## config.mk

```make
export PLATFORM = sky130hd
export DESIGN_NAME = mem_pair_writer
export DESIGN_NICKNAME = d
export VERILOG_FILES = /design/src/rtl/mem_pair_writer.sv
export SDC_FILE = /design/constraint.sdc
export NUM_CORES = 1
export LEC_CHECK = 0
export CAP_MARGIN = 20
export CORE_AREA = 8 8 120 122
export CTS_CLUSTER_DIAMETER = 60
export DETAILED_ROUTE_END_ITERATION = 10
export DIE_AREA = 0 0 128 130
export PLACE_DENSITY = 0.85
export SLEW_MARGIN = 15
export SYNTH_ARGS = -nofsm -noshare
export SYNTH_HDL_FRONTEND = slang
export SYNTH_SLANG_ARGS = --single-unit
export TNS_END_PERCENT = 10
```

## constraint.sdc

```tcl
create_clock -name clk -period 2.2 [get_ports clk]
set_input_delay 0.44 -clock clk [delete_from_list [all_inputs] [get_ports clk]]
set_output_delay 0.44 -clock clk [all_outputs]
set_load 0.02 [all_outputs]
```

## src/rtl/mem_pair_writer.sv

```systemverilog
`default_nettype none
// ============================================================================
// Module  : mem_pair_writer
// Purpose : Stores a latched (addr_A,data_A),(addr_B,data_B) pair to memory
//           as two strobed writes, each followed by WAIT_CYCLES hold cycles.
// Revision: 1.0 - initial release
// ============================================================================
module mem_pair_writer #(
  parameter int WAIT_CYCLES = 1
) (
  input  logic        clk,
  input  logic        reset,
  input  logic        start,
  input  logic [31:0] addr_A,
  input  logic [31:0] addr_B,
  input  logic [31:0] data_A,
  input  logic [31:0] data_B,
  output logic [31:0] mem_addr,
  output logic [31:0] mem_wdata,
  output logic        mem_wr,
  output logic        busy,
  output logic        done
);

  // Counter is loaded with WAIT_CYCLES-1 so HOLD lasts exactly WAIT_CYCLES cycles.
  localparam bit       c_SKIP_HOLD = (WAIT_CYCLES == 0);
  localparam logic [3:0] c_HOLD_LOAD = c_SKIP_HOLD ? 4'd0 : 4'(WAIT_CYCLES - 1);

  typedef enum logic [2:0] {
    S_IDLE   = 3'd0,
    S_WR_A   = 3'd1,
    S_HOLD_A = 3'd2,
    S_WR_B   = 3'd3,
    S_HOLD_B = 3'd4,
    S_DONE   = 3'd5
  } state_t;

  state_t      state_q, state_d;
  logic [3:0]  cnt_q, cnt_d;
  logic [31:0] addr_a_q, addr_a_d;
  logic [31:0] addr_b_q, addr_b_d;
  logic [31:0] data_a_q, data_a_d;
  logic [31:0] data_b_q, data_b_d;

  always_ff @(posedge clk) begin
    if (reset) begin
      state_q  <= S_IDLE;
      cnt_q    <= 4'd0;
      addr_a_q <= 32'd0;
      addr_b_q <= 32'd0;
      data_a_q <= 32'd0;
      data_b_q <= 32'd0;
    end else begin
      state_q  <= state_d;
      cnt_q    <= cnt_d;
      addr_a_q <= addr_a_d;
      addr_b_q <= addr_b_d;
      data_a_q <= data_a_d;
      data_b_q <= data_b_d;
    end
  end

  always_comb begin
    state_d  = state_q;
    cnt_d    = cnt_q;
    addr_a_d = addr_a_q;
    addr_b_d = addr_b_q;
    data_a_d = data_a_q;
    data_b_d = data_b_q;
    unique case (state_q)
      S_IDLE: begin
        if (start) begin
          addr_a_d = addr_A;
          addr_b_d = addr_B;
          data_a_d = data_A;
          data_b_d = data_B;
          state_d  = S_WR_A;
        end
      end
      S_WR_A: begin
        cnt_d   = c_HOLD_LOAD;
        state_d = c_SKIP_HOLD ? S_WR_B : S_HOLD_A;
      end
      S_HOLD_A: begin
        if (cnt_q == 4'd0) state_d = S_WR_B;
        else               cnt_d   = cnt_q - 4'd1;
      end
      S_WR_B: begin
        cnt_d   = c_HOLD_LOAD;
        state_d = c_SKIP_HOLD ? S_DONE : S_HOLD_B;
      end
      S_HOLD_B: begin
        if (cnt_q == 4'd0) state_d = S_DONE;
        else               cnt_d   = cnt_q - 4'd1;
      end
      S_DONE:  state_d = S_IDLE;
      default: state_d = S_IDLE;
    endcase
  end

  // Moore outputs: decoded purely from registered state and latched pair.
  always_comb begin
    mem_addr  = 32'd0;
    mem_wdata = 32'd0;
    mem_wr    = 1'b0;
    busy      = 1'b0;
    done      = 1'b0;
    unique case (state_q)
      S_WR_A, S_HOLD_A: begin
        mem_addr  = addr_a_q;
        mem_wdata = data_a_q;
        mem_wr    = (state_q == S_WR_A);
        busy      = 1'b1;
      end
      S_WR_B, S_HOLD_B: begin
        mem_addr  = addr_b_q;
        mem_wdata = data_b_q;
        mem_wr    = (state_q == S_WR_B);
        busy      = 1'b1;
      end
      S_DONE:  done = 1'b1;
      default: ;
    endcase
  end

endmodule
`default_nettype wire

```

Yosys cells after proc, flatten, opt, wreduce, memory -nomap -nowiden:

Index checks and enable logic that the tools add are counted.

* bits in registers: 135
* output and inout bits: 67
* word-level logic and storage cells: 38

* add/subtract/negate cells: 1
* equal/unequal tests: 9
* reduce and logical (&&, ||, !) cells: 11
* multiplexer cells: 11

Operator list (count)
* case mux 32 bit (2 select lines): 2
* case mux 3 bit (5 select lines): 1
* 2-to-1 mux 3 bit: 3
* inequality test 2 bit (second input constant): 4
* case mux 4 bit (2 select lines): 1
* OR reduction 2 bit: 4
* equality test 3 x 2 -> 1 bit (second input constant): 2
* equality test 3 bit (second input constant): 2
* logical NOT 4 bit: 1
* 2-to-1 mux 4 bit: 1
* AND reduction 2 bit: 2
* OR reduction 4 bit: 1
* subtractor 4 x 1 -> 4 bit (second input constant): 1
* equality test 3 x 1 -> 1 bit (second input constant): 1
* logical NOT 3 bit: 1
* AND reduction 3 bit: 1
* 2-to-1 mux 1 bit: 2
* case mux 1 bit (2 select lines): 1
* nonzero test 2 bit: 1

Logic depth before layout (Yosys ltp):

* word-level depth: 4
* mapped depth: 6

Worst setup path after synthesis:

Ideal clock, no wire load.

* kind: register -> output
* from: register state_q[2]
* to: output mem_addr[0]
* data arrival time: 1593 ps
* buffers on the path: 3
* cell stages (with the launch flop): 7
* setup slack: 167 ps
* cells stage by stage: dfxtp_1 > buf_6 > nor2b_1 > a21o_1 > buf_2 > buf_2 > a22o_1

* cells in the longest elaborated chain, start to end: 3
* elaborated cells between the ends (all ways): 7
* those cells by class: eq/ne (4); mux (1); reduce/logical (2)

Ends and longest elaborated chain
* start: declaration: line 38 `state_t state_q, state_d;`
* start signal: assignment: line 54 `state_q <= state_d;`
* equality test 3 x 2 -> 1 bit (tied with other cells): line 108 `unique case (state_q)`
* OR reduction 2 bit: line 108
* case mux 32 bit (2 select lines) (*): line 108
* end: declaration: line 18 `output logic [31:0] mem_addr,`

Every way passes the cells marked *; elsewhere a longest branch is shown, timed or not.

Worst setup path in the final report:

* from: register state_q[0]
* to: output mem_wdata[22]

* cells in the longest elaborated chain, start to end: 3
* elaborated cells between the ends (all ways): 7
* those cells by class: eq/ne (4); mux (1); reduce/logical (2)

Ends and longest elaborated chain
* equality test 3 x 2 -> 1 bit (tied with other cells): line 108
* OR reduction 2 bit: line 108
* case mux 32 bit (2 select lines) (*): line 108
* end: declaration: line 19 `output logic [31:0] mem_wdata,`

Marks and branches as above.

==> results.txt <==
ratio of cells with drive above 1 in the final layout: 0.161
Seq cells post-synth: 135
Initial DRC Count: 444
nature of the critical path endpoint: output port
clk sinks: 135
drt wl/cell: 17.9 um
Worst EP required: 1760 ps
first-pass GRT wire length: 27500 um
die area: 16600 um2
CP Max Fanout: 8
cts hold-fix bufs: 0
synth warn: 0
Final Util: 0.682
number of placement rows: 41
vias in the first global route: 5350
Synth top area share: 0.491
chip width: 128 um
Layout Nets: 1003
RSZ-0062 raised after global routing: true
Chip Height: 130 um
diode count: 0
DRC Markers: 0
clock skew: 5.94 ps
top post-synthesis cells by area: dfxtp_1 (49%), nand2_1 (18%), a21oi_1 (12%), a22o_1 (10%), buf_2 (2.7%)
CP Buf/Inv Count: 3
cts bufs inserted: 17
setup ws final: -22.0 ps
TritonCTS clock tree: done
Synth-to-Final Area Change: 53.8%
Final Max Tran Viols: 0
crit start category: flip-flop
crit share post-route: 1.01
status: complete, but fails checks
relative slew slack: 0.617
setup violators final: 14
RePlAce Congestion: 0.792
total gr overflow: 0
Worst EP arrival: 1780 ps
Synth Area per Inst: 8.07 um2
Routed Antenna Nets: 0
dpl hpwl: 11600 um
routed wire length: 18900 um
slowest stage delay, CP: 380 ps
H-tree Lvls: 4
PortBufs: 197
Initial Util: 0.443
worst-margin pin slew: 574 ps
fin area: 8460 um2
Pre-antenna DRT Iters: 5
HP Class: reg -> reg
cell taking the most area after synthesis: dfxtp_1
violated checks: negative setup slack
P_leak: 3.38 nW
Final Critical Period: 2220 ps
initial antenna violation count: 1
worst skew pair latency: 410 ps
Critical Path, Cell by Cell: xnor2_4, nor2_4, buf_12, clkbuf_16, a22o_1, buf_2
GR Util All Layers: 0.211
Synthesized Nets: 815
slowest library cell on the worst path: dfxtp_4
Mapped Cells: 682
Max VDD drop: 0.000567 V
Via density: 5.24
core area: 12400 um2
fmax: 450 MHz
Seq/Total Area, Yosys: 0.491
Max Cap Violations: 0
Max clock buf depth: 2
hold_ws: 453 ps
via count: 5525
largest net degree at the start of global routing: 67
Ports: 198
Clock transition at path regs: 60 ps
Final Hold Vio Count: 0
mapped cell area: 5510 um2
Yosys cell types: 33
CTS Root Cell: clkbuf_16
power density over cell area: 909 nW/um2
CP Class: reg -> out
Area after DPL: 7640 um2
delay-heaviest family, CP: buffers and inverters
## path summary, 6_finish.rpt
path,startpoint,end,slack (ps),cells after the start
max,state_q[0]$_SDFFE_PP0P_,mem_wdata[22],-20,6
min,addr_b_q[10]$_SDFFE_PP0P_,addr_b_q[10]$_SDFFE_PP0P_,450,2
max reg2reg,cnt_q[0]$_SDFFE_PP0P_,cnt_q[3]$_SDFFE_PP0P_,440,6
min reg2reg,addr_b_q[10]$_SDFFE_PP0P_,addr_b_q[10]$_SDFFE_PP0P_,450,2
## registers in the layout, indices dropped and copies added, names as in the netlist
| signal | count |
|---|---|
| addr_a_q | 32 |
| addr_b_q | 32 |
| data_a_q | 32 |
| data_b_q | 32 |
| cnt_q | 4 |
| state_q | 3 |
## through the flow
| stage | setup TNS [ps] | power, mW | setup WS [ps] | std cells |
|---|---|---|---|---|
| floorplan | 0 | 3.74 | 167 | 682 |
| global placement | -198 | 4.37 | -43.1 | 1014 |
| detailed placement | -2130 | 4.40 | -88.5 | 1014 |
| CTS | -6020 | 7.51 | -146 | 1047 |
| global route | -2380 | 8.01 | -91.2 | 1055 |
| finish | -183 | 7.69 | -22.0 | 1055 |
## metal layers
| layer | track usage | part of all wire |
|---|---|---|
| met1 | 0.232 | 0.39 |
| met2 | 0.371 | 0.50 |
| met3 | 0.0510 | 0.064 |
| met4 | 0.113 | 0.040 |
| met5 | 0 | 0.00069 |
## tightest hold or removal path, cell delays in order, from the launching register on
cell	delay (ps)
dfxtp_1	300
nand2_1	50
a21oi_1	50
## cells in the final DEF (no fill, tap or decap), types with 2 or more instances in the layout
cell,instances
clkinv_2,4
inv_1,2
dfxtp_1,132
clkbuf_16,21
a22o_4,2
buf_4,32
a21oi_1,132
clkbuf_1,3
dfxtp_4,2
clkdlybuf4s50_1,129
or3_1,2
nor3b_1,2
buf_2,12
bufinv_16,5
o21ai_0,2
a22o_1,62
clkbuf_8,3
ha_1,2
buf_12,12
buf_6,35
nor2b_1,2
nand2_1,257
nor3_1,3
## cells in the mapped netlist (all sizes together)
cell type,count
or2,2
ha,2
nor2b,3
nor4,1
xnor2,2
or3b,1
or4b,2
o22ai,1
a21oi,132
nor4b,1
nor2,2
nor3,3
and2,1
inv,2
o21ai,2
clkbuf,16
dfxtp,135
or4,1
or3,2
a21o,1
a22o,64
a2bb2oi,1
nand2,257
buf,43
nor3b,3
o21ba,1
mux2i,1
## what timing repair did
item                                    in CTS  in global routing
resized for setup                          200                165
pin swaps                                    0                 29
setup buffers                                0                  2
gates cloned                                 1                  6
endpoints found under the setup margin      67                 66
## cells by family (layout without fill, tap and decap cells)
family,Yosys count,in the layout,share of synthesized area
AO/OA/AOI/OAI,202,202,0.230
XOR/XNOR,2,2,0.00455
adder cells (fa/ha/maj),2,2,0.00454
buffers and inverters,61,262,0.0655
flip-flops,135,135,0.491
multiplexers,1,1,0.00182
AND/OR/NAND/NOR,279,279,0.203
## layout make-up
type | instances | area [um2]
Clock buffer | 23 | 478
Sequential cell | 135 | 2710
Tap cell | 172 | 215
Clock inverter | 9 | 170
Multi-Input combinational cell | 486 | 2510
Inverter | 2 | 7.51
Timing Repair Buffer | 228 | 2370
Fill cell | 979 | 3950
## power breakdown
| part | switching (mW) | internal, mW | leakage (nW) |
|---|---|---|---|
| clock network | 0.991 | 2.09 | 0.321 |
| logic | 0.953 | 0.844 | 1.95 |
| registers | 0.139 | 2.67 | 1.11 |
| total | 2.08 | 5.61 | 3.38 |
Power figures use the tool's default switching activity.
